==> src/rtl/alu_chk_pkg.sv <==
// rtl/alu_chk_pkg.sv - shared types and widths for the ALU stimulus/checker engine
package alu_chk_pkg;

    localparam int CMD_W  = 3;
    localparam int DIN_W  = 8;
    localparam int DOUT_W = 16;

    typedef enum logic [1:0] {
        IDLE  = 2'd0,
        RUN   = 2'd1,
        DRAIN = 2'd2,
        DONE  = 2'd3
    } state_e;

    typedef struct packed {
        logic [CMD_W-1:0]  cmd;
        logic [DIN_W-1:0]  a;
        logic [DIN_W-1:0]  b;
        logic [DOUT_W-1:0] exp;
    } pattern_t;

    // An expected value of zero is a don't-care only when zero skipping is built in.
    function automatic logic result_mismatch(input logic [DOUT_W-1:0] obs,
                                             input logic [DOUT_W-1:0] exp,
                                             input logic              zero_skip);
        return (obs != exp) && !(zero_skip && (exp == '0));
    endfunction

endpackage

==> src/rtl/alu_chk_delay.sv <==
// rtl/alu_chk_delay.sv - LAT-stage shift register carrying {valid, exp, idx} alongside the ALU pipeline
module alu_chk_delay
    import alu_chk_pkg::*;
#(
    parameter int LAT   = 2,
    parameter int IDX_W = 7
) (
    input  logic              clk_i,
    input  logic              rst_n_i,
    input  logic              push_valid_i,
    input  logic [DOUT_W-1:0] push_exp_i,
    input  logic [IDX_W-1:0]  push_idx_i,
    output logic              head_valid_o,
    output logic [DOUT_W-1:0] head_exp_o,
    output logic [IDX_W-1:0]  head_idx_o
);

    localparam int W = 1 + DOUT_W + IDX_W;

    logic [W-1:0] stage_q [LAT];
    logic [W-1:0] stage_d [LAT];

    always_comb begin
        stage_d[0] = {push_valid_i, push_exp_i, push_idx_i};
        for (int i = 1; i < LAT; i++) begin
            stage_d[i] = stage_q[i-1];
        end
    end

    always_ff @(posedge clk_i or negedge rst_n_i) begin
        if (!rst_n_i) begin
            for (int i = 0; i < LAT; i++) begin
                stage_q[i] <= '0;
            end
        end else begin
            for (int i = 0; i < LAT; i++) begin
                stage_q[i] <= stage_d[i];
            end
        end
    end

    assign {head_valid_o, head_exp_o, head_idx_o} = stage_q[LAT-1];

endmodule

==> config.mk <==
export PLATFORM = sky130hd
export DESIGN_NAME = alu_chk_delay
export DESIGN_NICKNAME = d
export VERILOG_FILES = /design/src/rtl/alu_chk_pkg.sv /design/src/rtl/alu_chk_delay.sv
export SDC_FILE = /design/constraint.sdc
export NUM_CORES = 1
export LEC_CHECK = 0
export CAP_MARGIN = 40
export CORE_UTILIZATION = 40
export CTS_CLUSTER_SIZE = 14
export DETAILED_ROUTE_END_ITERATION = 7
export PLACE_DENSITY = 0.76
export SYNTH_ARGS = -nofsm -noshare
export SYNTH_HDL_FRONTEND = slang
export SYNTH_SLANG_ARGS = --single-unit
export TNS_END_PERCENT = 1
==> constraint.sdc <==
create_clock -name clk_i -period 0.8 [get_ports clk_i]
set_input_delay 0.16 -clock clk_i [delete_from_list [all_inputs] [get_ports clk_i]]
set_output_delay 0.16 -clock clk_i [all_outputs]
set_load 0.01 [all_outputs]
==> results of run 1 <==
-- worst min-delay path by stage --
stage,to,startpoint,depth (start not counted),slack (ns)
final,stage_d[10],push_exp_i[3],1,0.24
after global routing,stage_d[10],push_exp_i[3],1,0.21
after CTS,stage_d[10],push_exp_i[3],1,0.22
after detailed placement,head_idx_o[0],rst_n_i,2,0.14
after global placement,head_exp_o[4],rst_n_i,2,0.13
after floorplan,head_exp_o[0],rst_n_i,0,-0.14
-- through the flow --
| stage | hold WS [ns] | worst slack [ns] | cells | cell area, µm² | TNS [ns] |
|---|---|---|---|---|---|
| 2_1_floorplan | -0.1356 | 0.2644 | 48 | 1201 | 0 |
| 3_3_place_gp | 0.1342 | -0.2073 | 130 | 1765 | -4.477 |
| 3_5_place_dp | 0.1433 | -0.2183 | 130 | 1765 | -4.670 |
| 4_1_cts | 0.2205 | -0.2547 | 139 | 1724 | -5.652 |
| 5_1_grt | 0.2128 | -0.2775 | 139 | 1743 | -6.263 |
| 6_report | 0.2355 | -0.2336 | 139 | 1743 | -5.069 |
-- sequential cells by signal, indices dropped and copies added (netlist names) --
| name | cells |
|---|---|
| head_valid_o | 1 |
| stage_d | 24 |
| head_exp_o | 16 |
| head_idx_o | 7 |
-- repair_timing --
action,CTS,global route
setup endpoints to repair,24,24
hold buffers,1,0
cloned,0,0
hold endpoints to repair,48,0
gates resized for setup,98,3
-- routing by layer --
layer,vias up,part of all wire,GRT usage
met2,36,0.51,0.1871
met1,280,0.36,0.1392
met5,-,0,0
met4,0,0.033,0.1150
met3,6,0.098,0.04378
li1,263,-,-
-- logic make-up after synthesis --
kind of cell / share of synthesized area
flops: 1.000
-- cell type report --
type / count / area, µm²
Sequential cell: 48 / 1201
Clock inverter: 3 / 18.77
Tap cell: 31 / 38.79
Fill cell: 218 / 1062
Clock buffer: 5 / 37.54
Timing Repair Buffer: 52 / 446.7
-- cell usage after synthesis --
master and instances:
dfrtp_1 48
-- power by group through the flow --
stage | registers, µW | logic, µW | clock network (µW)
detailed placement | 2630 | 348 | 0
finish | 2580 | 301 | 1020
CTS | 2580 | 299 | 1070
floorplan | 2660 | 0 | 0
global placement | 2620 | 340 | 0
global route | 2590 | 326 | 1160
==> results.md, run 1 <==
- Status: finished, violations left
- Violated checks: DRC, setup timing
- Crit Reg-Reg Startpoint: stage_d[2]
- Total Wirelength: 1721 µm
- R2r endpoint: head_idx_o[2]
- Unrepaired setup endpoints after global routing: yes
- Slew @ Worst Pin: 0.1597 ns
- Vias in the first global route: 599
- Commonest non-fill, non-tap cell in the layout: dfrtp_1
- Fin nets: 133
- PwrDens: 2234 nW/µm²
- Final Hold Vio Count: 0
- Required @ worst endpoint: 0.64 ns
- Root buffer selected by CTS: clkbuf_4
- Net Sw Frac: 0.2128
- NetSw: 828.5 µW
- Worst VDD drop: 0.001547 V
- Max cap viols: 0
- Slowest cell delay on critical path: 0.39 ns
- GR Util All Layers: 0.1251
- Sink Count: 48
- Most frequent cells in the layout: 48 x dfrtp_1, 24 x clkdlybuf4s50_1, 20 x buf_2, 5 x clkbuf_4, 5 x buf_6
- Post-synth top area cell: dfrtp_1
- Core region area: 2805 µm²
- Die area: 3226 µm²
- IO Pins: 50
- Flop pwr share: 0.662
- Cells after synthesis: 48
- WP buf/inv: 1
- CP Class: reg2out
- Final core occ: 0.6213
- Clock Power Share: 0.261
- Max Clock Skew: 0.01225 ns
- Wire per inst: 12.38 µm
- Clk buf depth: 2
- Antenna Nets Post-Route: 0
- Placer Congestion: 0.6951
- Core Rows: 19
- DR pass1 iterations: 7
- Crit path capture type: primary output
- CTS buffer count: 5
- Iter 0 DRT Violations: 15
- Unique masters post-synth: 1
- Global-route wire length before repair: 2711 µm
- Clock-pin slew on the worst setup and hold paths: 0.13 ns
- Hold Path Class: in2reg
- DR DRC count: 7
- ANT cells: 0
- Setup crit start: head_idx_o[2]
- Final Setup Violations: 24
- Starting density of the core: 0.4282
- H-tree depth: 2
- Setup bufs post-CTS: 0
- Kind of cell adding the most delay to the critical path: flip-flops
- Syn Area/Cell: 25.02 µm²
- Ratio of cells with drive above 1 in the final layout: 0.3241
- Total power: 3894 µW
- Syn nets: 74
- Die Ht: 56.80 µm
- Register area share after synthesis: 1.000
- Critical-path top delay cell: dfrtp_1
- Worst-path cell chain: buf_2
- Worst R2R Path Depth: 0
- Vias after detailed routing: 585
- Horiz. Die Dim: 56.80 µm
- TritonCTS clock tree: yes
- GR Overflow Total: 0
- Max Fclk: 967.5 MHz
- Number of I/O port buffers: 49
- Multi-In Gates: 0
- Fin crit share: 1.292
- Top post-synthesis cells by area: dfrtp_1 100%
- Area of the multi-input gates: 0 µm²
- DR vias/cell: 4.209
- Critical Path Stages: 1
- Share of the synthesized area in the top cell type: 1.000
- Post-layout min period: 1.034 ns
- Critical path arrival: 0.87 ns
- Final Max Slew Viols: 0
- Flop-to-flop setup slack: 0.31 ns
- Seq cells post-synth: 48
- Int Pwr: 3066 µW
- Synth warnings: 0
- Area added between synthesis and finish: 45.10%
- Worst skew pair latency: 0.34 ns
- Largest net degree at the start of global routing: 32
- Worst setup margin: -0.2336 ns
- Leak Pwr: 0.0008201 µW
- Post-DP HPWL: 1231 µm
- Startpoint Class: register
- Crit path to: head_idx_o[2]
- Relative slew slack: 0.8936
- Top fanout value on the critical path: 1
- Initial antenna violation count: 0
- Comb pwr share: 0.077
- Post-Syn Area: 1201 µm²
(Power assumes the default switching activity.)
==> inputs of run 2 (changes only) <==
Settings changed: SKIP_LAST_GASP from default to 1.
==> run 2 against run 1 <==
Net effect:
- the run still ends with DRC, setup timing left
- sequential power is essentially flat
- critical path depth unchanged
- via count shrank 0.68%
- largest cell class unchanged
- largest power group unchanged
- highest routed layer unchanged
==> results.md, run 2 (synthesized netlist as in run 1, its figures left out) <==
- Status: finished, violations left (unchanged)
- Violated checks: DRC, setup timing (unchanged)
- Antenna Nets Post-Route: 0 (unchanged)
- Post-layout min period: 1.031 ns (was 1.034 ns)
- Final Setup Violations: 24 (unchanged)
- Clk buf depth: 2 (unchanged)
- Die area: 3226 µm² (unchanged)
- Horiz. Die Dim: 56.80 µm (unchanged)
- Starting density of the core: 0.4282 (unchanged)
- Crit path capture type: primary output (unchanged)
- Unrepaired setup endpoints after global routing: yes (unchanged)
- CP Class: reg2out (unchanged)
- Leak Pwr: 0.0008116 µW (was 0.0008201 µW)
- Fin crit share: 1.289 (was 1.292)
- Worst-path cell chain: buf_2 (unchanged)
- Die Ht: 56.80 µm (unchanged)
- Relative slew slack: 0.8930 (was 0.8936)
- Max Fclk: 970.1 MHz (was 967.5 MHz)
- Cell area after layout: 1718 µm² (was 1743 µm²)
- Final std cells w/o fill: 139 (unchanged)
- Placed cell count: 130 (unchanged)
- Core region area: 2805 µm² (unchanged)
- Critical path arrival: 0.87 ns (about the same)
- DR pass1 iterations: 7 (unchanged)
- GR Overflow Total: 0 (unchanged)
- Worst setup margin: -0.2308 ns (was -0.2336 ns)
- WP buf/inv: 1 (unchanged)
- Multi-In Gates: 0 (unchanged)
- DR DRC count: 7 (unchanged)
- Sink Count: 48 (unchanged)
- Ratio of cells with drive above 1 in the final layout: 0.3241 (unchanged)
- ANT cells: 0 (unchanged)
- Slowest cell delay on critical path: 0.39 ns (about the same)
- Most frequent cells in the layout: 48 x dfrtp_1, 24 x clkdlybuf4s50_1, 24 x buf_2, 5 x clkbuf_4 (was 48 x dfrtp_1, 24 x clkdlybuf4s50_1, 20 x buf_2, 5 x clkbuf_4, 5 x buf_6)
- Final Hold Vio Count: 0 (unchanged)
- Hold Path Class: in2reg (unchanged)
- Vias in the first global route: 604 (was 599)
- Slew @ Worst Pin: 0.1605 ns (was 0.1597 ns)
- Worst skew pair latency: 0.34 ns (about the same)
- TritonCTS clock tree: yes (unchanged)
- Wire per inst: 12.31 µm (was 12.38 µm)
- CTS buffer count: 5 (unchanged)
- Clock-pin slew on the worst setup and hold paths: 0.13 ns (about the same)
- Root buffer selected by CTS: clkbuf_4 (unchanged)
- Core Rows: 19 (unchanged)
- Startpoint Class: register (unchanged)
- Largest net degree at the start of global routing: 32 (unchanged)
- DR vias/cell: 4.180 (was 4.209)
- Final Max Slew Viols: 0 (unchanged)
- Setup bufs post-CTS: 0 (unchanged)
- Top fanout value on the critical path: 1 (unchanged)
- Placer Congestion: 0.6951 (unchanged)
- Required @ worst endpoint: 0.64 ns (about the same)
- Area after DPL: 1765 µm² (unchanged)
- Worst VDD drop: 0.001548 V (was 0.001547 V)
- Max cap viols: 0 (unchanged)
- PwrDens: 2257 nW/µm² (was 2234 nW/µm²)
- Number of I/O port buffers: 49 (unchanged)
- Area of the multi-input gates: 0 µm² (unchanged)
- Initial antenna violation count: 0 (unchanged)
- Area added between synthesis and finish: 43.02% (was 45.10%)
- Global-route wire length before repair: 2746 µm (was 2711 µm)
- Max reg flops: 24 (unchanged)
- Kind of cell adding the most delay to the critical path: flip-flops (unchanged)
- H-tree depth: 2 (unchanged)
- Commonest non-fill, non-tap cell in the layout: dfrtp_1 (unchanged)
- IO Pins: 50 (unchanged)
- Fin nets: 133 (unchanged)
- Vias after detailed routing: 581 (was 585)
- GR Util All Layers: 0.1261 (was 0.1251)
- Iter 0 DRT Violations: 12 (was 15)
- Critical-path top delay cell: dfrtp_1 (unchanged)
- # fillers: 224 (was 218)
- Post-DP HPWL: 1231 µm (unchanged)
- Total Wirelength: 1711 µm (was 1721 µm)
- Max Clock Skew: 0.01272 ns (was 0.01225 ns)
- Total power: 3877 µW (was 3894 µW)
==> run 2: cell types whose count changed in the layout (fill, tap and decap cells not counted) <==
| cell | previous run | this run |
|---|---|---|
| buf_6 | 5 | 1 |
| buf_2 | 20 | 24 |
==> run 2: what timing repair did <==
action,4_1_cts,5_1_grt
setup endpoints to repair,24,24
pin swaps,0,0
endpoints found under the hold margin,48,0
hold buffers,1,0
resized for setup,96,1
==> run 2: report_power, final <==
| part | switching (µW) | total, µW | leakage [µW] | internal (µW) |
|---|---|---|---|---|
| registers | 28.7 | 2570 | 0.000559 | 2550 |
| logic | 119 | 289 | 0.000217 | 170 |
| clock network | 675 | 1010 | 0.0000349 | 338 |
==> run 2: routing by layer <==
layer  part of all wire  global-route usage  vias up
met5                  0                   0        -
met1               0.37              0.1392      277
li1                   -                   -      263
met4              0.028              0.1115        0
met2               0.50              0.1888       33
met3               0.10             0.04839        8
==> run 2: layout make-up <==
| class | count | area, µm² | area share |
|---|---|---|---|
| Sequential cell | 48 | 1201 | 0.6992 |
| Tap cell | 31 | 38.79 | 0.02258 |
| Timing Repair Buffer | 52 | 421.7 | 0.2454 |
| Clock buffer | 5 | 37.54 | 0.02185 |
| Clock inverter | 3 | 18.77 | 0.01092 |
==> run 2: per-stage QoR <==
stage	hold slack [ns]	setup slack (ns)	util	TNS, ns
CTS	0.2205	-0.2547	0.6102	-5.654
floorplan	-0.1356	0.2644	-	0
detailed placement	0.1433	-0.2183	0.6293	-4.670
global placement	0.1342	-0.2073	0.6293	-4.477
global route	0.2128	-0.2771	0.6124	-6.282
finish	0.2389	-0.2308	0.6124	-5.000
==> run 2: final timing paths <==
kind | startpoint | end | slack, ns | depth (start not counted)
min reg2reg | stage_d[23] | head_valid_o | 0.35 | 0
max | head_idx_o[2] | head_idx_o[2] | -0.23 | 1
min | push_idx_i[6] | stage_d[6] | 0.24 | 1
max in group asynchronous | rst_n_i | stage_d[23] | 0.30 | 3
min in group asynchronous | rst_n_i | head_idx_o[0] | 0.31 | 3
max reg2reg | stage_d[2] | head_idx_o[2] | 0.31 | 0
